`src/rtl/clause_queue.sv`:
```
// Per-lane clause FIFO between the clause arbiter grant and a BCP engine.
// Registered full/valid, no fall-through, single-cycle flush, sticky overflow.
module clause_queue #(
    parameter int ELEMENT_CNT     = 16,
    parameter int CLAUSE_WIDTH    = 3,
    parameter int ELEMENT_BIT_CNT = $clog2(ELEMENT_CNT) + 1,
    parameter int DEPTH           = 8,
    parameter int CW              = CLAUSE_WIDTH * ELEMENT_BIT_CNT,
    parameter int PW              = $clog2(DEPTH)
) (
    input  logic          clock,
    input  logic          reset,
    input  logic          grant_in,
    input  logic [CW-1:0] clause_in,
    output logic          full_out,
    output logic          clause_valid_out,
    output logic [CW-1:0] clause_out,
    input  logic          clause_ready_in,
    input  logic          flush_in,
    output logic [PW:0]   count_out,
    output logic          overflow_err
);

    localparam int CNTW = PW + 1;

    logic [CW-1:0]   mem [DEPTH];
    logic [PW-1:0]   wr_ptr_q, wr_ptr_d;
    logic [PW-1:0]   rd_ptr_q, rd_ptr_d;
    logic [CNTW-1:0] count_q, count_d;
    logic            overflow_q, overflow_d;
    logic            full, valid, push, pop;

    // Status is decoded from the registered count only, so the arbiter
    // never sees a combinational path back from grant/ready/flush.
    assign full  = (count_q == CNTW'(DEPTH));
    assign valid = (count_q != '0);

    assign full_out         = full;
    assign clause_valid_out = valid;
    assign clause_out       = mem[rd_ptr_q];
    assign count_out        = count_q;
    assign overflow_err     = overflow_q;

    // Next-state: flush wins over push/pop; a grant while full is dropped.
    always_comb begin
        push       = grant_in & ~full & ~flush_in;
        pop        = clause_ready_in & valid & ~flush_in;
        wr_ptr_d   = wr_ptr_q;
        rd_ptr_d   = rd_ptr_q;
        count_d    = count_q;
        overflow_d = overflow_q | (grant_in & full & ~flush_in);
        if (flush_in) begin
            wr_ptr_d = '0;
            rd_ptr_d = '0;
            count_d  = '0;
        end else begin
            if (push) wr_ptr_d = wr_ptr_q + PW'(1);
            if (pop)  rd_ptr_d = rd_ptr_q + PW'(1);
            count_d = count_q + CNTW'(push) - CNTW'(pop);
        end
    end

    // Control state with asynchronous active-low reset.
    always_ff @(posedge clock or negedge reset) begin
        if (!reset) begin
            wr_ptr_q   <= '0;
            rd_ptr_q   <= '0;
            count_q    <= '0;
            overflow_q <= 1'b0;
        end else begin
            wr_ptr_q   <= wr_ptr_d;
            rd_ptr_q   <= rd_ptr_d;
            count_q    <= count_d;
            overflow_q <= overflow_d;
        end
    end

    // Storage is not reset; only written on an accepted push.
    always_ff @(posedge clock) begin
        if (push) mem[wr_ptr_q] <= clause_in;
    end

endmodule

```
`config.mk`:
```
export PLATFORM = sky130hd
export DESIGN_NAME = clause_queue
export DESIGN_NICKNAME = d
export VERILOG_FILES = /design/src/rtl/clause_queue.sv
export SDC_FILE = /design/constraint.sdc
export NUM_CORES = 1
export LEC_CHECK = 0
export CAP_MARGIN = 0
export CORE_ASPECT_RATIO = 1.4
export CORE_UTILIZATION = 45
export DETAILED_ROUTE_END_ITERATION = 16
export GPL_ROUTABILITY_DRIVEN = 0
export SLEW_MARGIN = 20
export SYNTH_ARGS = -nofsm -noshare
export SYNTH_HDL_FRONTEND = slang
export SYNTH_SLANG_ARGS = --single-unit
```
`constraint.sdc`:
```
create_clock -name clock -period 4.83 [get_ports clock]
set_input_delay 0.7245 -clock clock [delete_from_list [all_inputs] [get_ports clock]]
set_output_delay 0.7245 -clock clock [all_outputs]
set_load 0.01 [all_outputs]
```
==> results of run 1 <==
==> cell type report <==
| type | count | share of cell area |
|---|---|---|
| Clock inverter | 13 | 0.01473 |
| Tap cell | 144 | 0.02792 |
| Inverter | 9 | 0.005235 |
| Clock buffer | 18 | 0.06650 |
| Multi-Input combinational cell | 104 | 0.2117 |
| Timing Repair Buffer | 49 | 0.07290 |
| Sequential cell | 131 | 0.6010 |
==> worst max-delay path: cells and delay by family (launching register included) <==
kind	cells	cell delay, ns
mux	2	0.95
flops	1	0.32
buf+inv	2	0.94
==> report_power, final <==
part	switching [mW]	internal [mW]	total, mW
clock network	0.440	0.691	1.13
logic	0.235	0.313	0.548
registers	0.0557	1.29	1.35
total	0.731	2.30	3.03
==> worst paths after layout <==
check / endpoint / from
hold / removal: overflow_err / overflow_err
setup reg to reg: count_out[2] / count_out[2]
setup / recovery: clause_out[11] / rd_ptr_q[1]
hold reg to reg: overflow_err / overflow_err
max in group asynchronous: wr_ptr_q[0] / reset
min in group asynchronous: rd_ptr_q[1] / reset
==> registers in the layout (all words and copies together) (netlist names) <==
signal and count:
mem 120, rd_ptr_q 3, wr_ptr_q 3, overflow_err 1, count_out 4
==> kinds of logic after synthesis <==
group / count (synthesis) / synth area share
xor+xnor: 1 / 0.001649
buf+inv: 18 / 0.01719
simple gates: 35 / 0.03414
mux: 45 / 0.1801
compound gates: 14 / 0.01436
fa+ha+maj: 9 / 0.02261
flops: 131 / 0.7299
==> layer usage <==
layer  vias to the layer above  track usage
li1                       1171            -
met5                         -            0
met4                         0      0.07873
met2                        58       0.2933
met3                        14      0.03530
met1                      1361       0.2275
==> per-stage QoR <==
step | total power, mW | cell area [um^2] | util | setup slack (ns) | std cells
after floorplan | 1.680 | 5314 | - | 2.228 | 253
after global placement | 1.919 | 5929 | 0.5203 | 1.641 | 437
final | 3.028 | 6454 | 0.5663 | 1.472 | 468
after CTS | 3.056 | 6454 | 0.5663 | 1.447 | 468
after global routing | 3.147 | 6454 | 0.5663 | 1.383 | 468
after detailed placement | 1.928 | 5929 | 0.5203 | 1.559 | 437
==> cells in the final DEF, fill, tap and decap left out, drive strengths merged, types with 2 or more instances in the layout <==
cell type	netlist	layout
buf	6	8
mux2	15	15
nand3	4	4
edfxtp	120	120
inv	9	9
ha	8	8
clkdlybuf4s50	0	41
mux4	30	30
o21ai	6	6
a21oi	6	6
nor2	9	9
clkinv	0	8
dfrtp	11	11
nand2	5	5
nand2b	4	4
or3	2	2
nor3	3	3
clkinvlp	0	4
clkbuf	3	18
nor2b	4	4
==> impl_results.md, run 1 <==
- WHS Path Cells: 1
- Post-Syn Area: 0.005314 mm^2
- Metal-1 WL: 4241 um
- Outcome: finished clean
- Final Max Slew Viols: 0
- Mapped Cells: ~250
- Max Used Layer: met4
- Tcrit/Tclk final: 0.6953
- First-pass GRT wire length: about 15000 um
- Worst hold slack: 0.4616 ns
- VDD IR max: approximately 280 uV
- CTS root buf: clkbuf_16
- Vias: roughly 2600
- Data required, critical path: 4.11 ns
- Final hold violations: 0
- Die Wd: roughly 94 um
- Clk sinks: approximately 130
- GR Util All Layers: 0.1770
- Element type at the critical path end: primary output
- Diodes inserted: 0
- Ports: 42
- Share of the synthesized area in the top cell type: 0.6781
- Peak Freq: between 0.2 and 0.3 GHz
- Post-synth top cells: edfxtp_1 (120), mux4_1 (30), mux2_2 (15)
- Critical Path Start Type: flip-flop
- Mapped Nets: 282
- DR pass1 iterations: 4
- Antenna violations before repair: 0
- Most area-consuming cells after synthesis: edfxtp_1 (68%), mux4_1 (15%), dfrtp_1 (5.2%), mux2_2 (3.2%), ha_1 (1.9%)
- Register area: 0.003879 mm^2
- Worst-Margin Slew: 1.033 ns
- Leakage: 2.167 nW
- Initial drt markers: roughly 140
- Mean Syn Cell Area: between 20 and 25 um^2
- Average routed wire per standard cell: around 21 um
- Vias in the first global route: 2669
- Core ar.: between 0.01 and 0.015 mm^2
- Cts bufs inserted: 17
- Main synth FF type: edfxtp_1
- Maxcap violations: 0
- CTS tree: yes
- Post-synth cell types: 27
- HPWL after DPL: about 5700 um
- Most common cell in the netlist: edfxtp_1
- CP Data Arrival Time: ~2.6 ns
- Met2 WL: 5005 um
- Number of synthesized flops with an enable pin: between 100 and 150
- FF-to-FF path depth: 10
- Largest net degree at the start of global routing: 33
- Share of cells above drive strength 1: 0.1636
- Clock latency on the worst-skew pair: ~0.4 ns
- Vias per cell: 5.564
- Slowest CP cell: mux4_1
- Final wirelength: approximately 9700 um
- Worst Hold Class: reg2reg
- Met3 wire len: between 200 and 300 um
- Initial Util: 0.4663
- H-Tree Level Count: 4
- Critical path fanouts, max: 32
- Yosys reg bits: ~130
- Nets@finish: between 300 and 400
- Critical path type: reg2out
- Yosys warning count: 0
- Tmin final: between 3 and 4 ns
- Endpoints failing setup: 0
- Clock Path Buffers: 2
- RSZ-0062 raised after global routing: false
- Sum Neg Setup Slack: 0 ns
- Area of the multi-input gates: 0.001366 mm^2
- Worst clock skew: roughly 0.0050 ns
- Largest area contributor in the netlist: edfxtp_1
- Clk slew on worst S/H paths: roughly 0.05 ns
- Post-CTS sizing: 0
- Asr flop ratio synth: 0.08397
- Die Span Y: 130.6 um
- CP peak stage delay: between 0.6 and 0.7 ns
- Reg2reg setup slack: approximately 2.2 ns
- Die area: around 0.012 mm^2
- Rows: 46
- DRT antenna net count: 0
- Remaining Overflow, GRT: 0
- DRC Markers: 0
- CP Cell Sequence: buf_4, mux4_1, mux2_2, clkdlybuf4s50_1
- # hold bufs at CTS: 0
- Area Overhead vs Synth: 21.45%
- Rel. slew slack: 0.3111
- Port Buffer Count: 41
- Layout fillers: between 800 and 900
- Setup Buffers After CTS: 0
- Power Dens Cells: between 400 and 500 mW/mm^2
- Register area share after synthesis: 0.7299
Power figures use the tool's default switching activity.
==> run 2: changes to the inputs <==
--- a/config.mk
+++ b/config.mk
@@ -10,6 +10,7 @@
 export CORE_UTILIZATION = 45
 export DETAILED_ROUTE_END_ITERATION = 16
 export GPL_ROUTABILITY_DRIVEN = 0
+export PLACE_DENSITY = 0.67
 export SLEW_MARGIN = 20
 export SYNTH_ARGS = -nofsm -noshare
 export SYNTH_HDL_FRONTEND = slang
==> constraint.sdc (replaced) <==
create_clock -name clock -period 2.9 [get_ports clock]
set_input_delay 0.435 -clock clock [delete_from_list [all_inputs] [get_ports clock]]
set_output_delay 0.435 -clock clock [all_outputs]
set_load 0.01 [all_outputs]
==> impl_results.md, run 2 (synthesized netlist as in run 1, its figures left out) <==
- Outcome: finished clean
- Vias: 2620 (+0.61%)
- Leakage: 2.246 nW (+3.7%)
- Remaining Overflow, GRT: 0 (unchanged)
- CTS root buf: clkbuf_16
- Element type at the critical path end: primary output
- Setup Buffers After CTS: 0 (unchanged)
- First-pass GRT wire length: 14820 um (-1.6%)
- WP buf/inv: 2 (unchanged)
- DR pass1 iterations: 4 (unchanged)
- Die Span Y: 130.6 um (unchanged)
- Ports: 42 (unchanged)
- Cts bufs inserted: 17 (unchanged)
- Initial Util: 0.4663 (unchanged)
- Final wirelength: 10030 um (+3.6%)
- Most common cell after layout, fill and taps aside: edfxtp_1
- Diodes inserted: 0 (unchanged)
- Rel. slew slack: 0.3309 (+0.01977)
- Initial drt markers: 154 (+12%)
- Clk slew on worst S/H paths: 0.06 ns (about the same)
- Vias in the first global route: 2653 (-0.60%)
- Critical path fanouts, max: 16 (-50%)
- Die Wd: 93.84 um (unchanged)
- Area of the multi-input gates: 0.001354 mm^2 (-0.92%)
- CP peak stage delay: 0.55 ns (-0.10 ns)
- Endpoints failing setup: 0 (unchanged)
- Layout fillers: 846 (-4.2%)
- CTS tree: yes
- Largest net degree at the start of global routing: 33 (unchanged)
- H-Tree Level Count: 4 (unchanged)
- CP Data Arrival Time: 2.41 ns (-0.22 ns)
- HPWL after DPL: 5566 um (-3.1%)
- Register area: 0.003880 mm^2 (about the same)
- CP Cell Sequence: clkbuf_16, mux4_1, mux2_2, clkdlybuf4s50_1
- Biggest register: mem
- Slowest CP cell: mux4_1
- Data required, critical path: 2.47 ns (-1.64 ns)
- RSZ-0062 raised after global routing: false
- Worst hold slack: 0.3734 ns (-0.08816 ns)
- Vias per cell: 5.527 (-0.66%)
- # hold bufs at CTS: 0 (unchanged)
- Final hold violations: 0 (unchanged)
- Peak Freq: about 0.35 GHz
- Stages on worst setup path: 4 (unchanged)
- Area Overhead vs Synth: 24.09%
- Nets@finish: 346 (+1.5%)
- DRT antenna net count: 0 (unchanged)
- Maxcap violations: 0 (unchanged)
- Critical path type: reg2out
- GR Util All Layers: 0.1768 (-0.0002165)
- FF-to-FF path depth: 9 (-1)
- Clock Path Buffers: 2 (unchanged)
- Critical Path Start Type: flip-flop
- Tmin final: around 2.8 ns
- Post-CTS sizing: 0 (unchanged)
- Clock latency on the worst-skew pair: 0.41 ns (about the same)
- Average routed wire per standard cell: 21.16 um (+2.3%)
- Most frequent cells in the layout: edfxtp_1 (120), clkdlybuf4s50_1 (41), mux4_1 (30), clkbuf_16 (18), mux2_2 (15)
- Worst clock skew: 0.008367 ns (+0.003413 ns)
- Tcrit/Tclk final: 0.9802
- Worst-Margin Slew: 1.004 ns (-0.02965 ns)
- Power Dens Cells: 814.0 mW/mm^2 (+73%)
- Port Buffer Count: 41 (unchanged)
- Worst Hold Class: in2async
- Antenna violations before repair: 0 (unchanged)
- Max reg flops: 120 (unchanged)
- Rows: 46 (unchanged)
- Die area: 0.01225 mm^2 (unchanged)
- Sum Neg Setup Slack: 0 ns (unchanged)
- Final Max Slew Viols: 0 (unchanged)
- CP delay by family, top: multiplexers
- DRC Markers: 0 (unchanged)
- Clk sinks: 131 (unchanged)
- VDD IR max: 427.2 uV (+51%)
- Share of cells above drive strength 1: 0.1970 (+0.03339)
- Core ar.: 0.01140 mm^2 (unchanged)
## run 2: path summary, 6_finish.rpt
kind	to	start	slack [ns]
worst max-delay path	clause_out[10]	rd_ptr_q[1]	0.06
worst min-delay path	rd_ptr_q[0]	reset	0.37
worst max register to register	count_out[1]	count_out[2]	0.55
worst min register to register	overflow_err	overflow_err	0.48
max in group asynchronous	rd_ptr_q[1]	reset	2.15
min in group clock	overflow_err	overflow_err	0.48
## run 2: through the flow
step                        util  setup WS, ns  std cells  instance area, um^2  power [mW]
after floorplan                -        0.4010        253                 5314       2.798
after global placement    0.5229        0.4279        441                 5959       3.217
after detailed placement  0.5229        0.3823        441                 5959       3.241
after CTS                 0.5763       0.02851        473                 6568       5.398
after global routing      0.5786      0.003264        474                 6594       5.580
final                     0.5786       0.05738        474                 6594       5.368
## run 2: cell type report
type | instances | share of cell area
Inverter | 9 | 0.005123
Clock buffer | 17 | 0.06452
Multi-Input combinational cell | 104 | 0.2053
Timing Repair Buffer | 54 | 0.08159
Sequential cell | 131 | 0.5884
Tap cell | 144 | 0.02732
Clock inverter | 15 | 0.02770
## run 2: worst reg2reg max path, stage by stage, from the launching register on
cell,delay [ns]
dfrtp_1,0.38
inv_1,0.11
ha_1,0.14
or3b_2,0.50
nand2_1,0.09
ha_1,0.22
inv_1,0.06
ha_1,0.17
fa_1,0.41
nor2b_1,0.15
## run 2: power breakdown
group / switching (mW) / total [mW] / internal (mW)
registers: 0.0995 / 2.25 / 2.15
logic: 0.405 / 0.963 / 0.558
clock network: 0.792 / 2.15 / 1.36
total: 1.30 / 5.37 / 4.07
## run 2: metal layers
layer	share of wire	GRT usage	up-vias
met3	0.048	0.04861	12
met2	0.53	0.3027	76
met5	0	0	-
li1	-	-	1181
met4	0.015	0.08326	0
met1	0.41	0.2066	1351
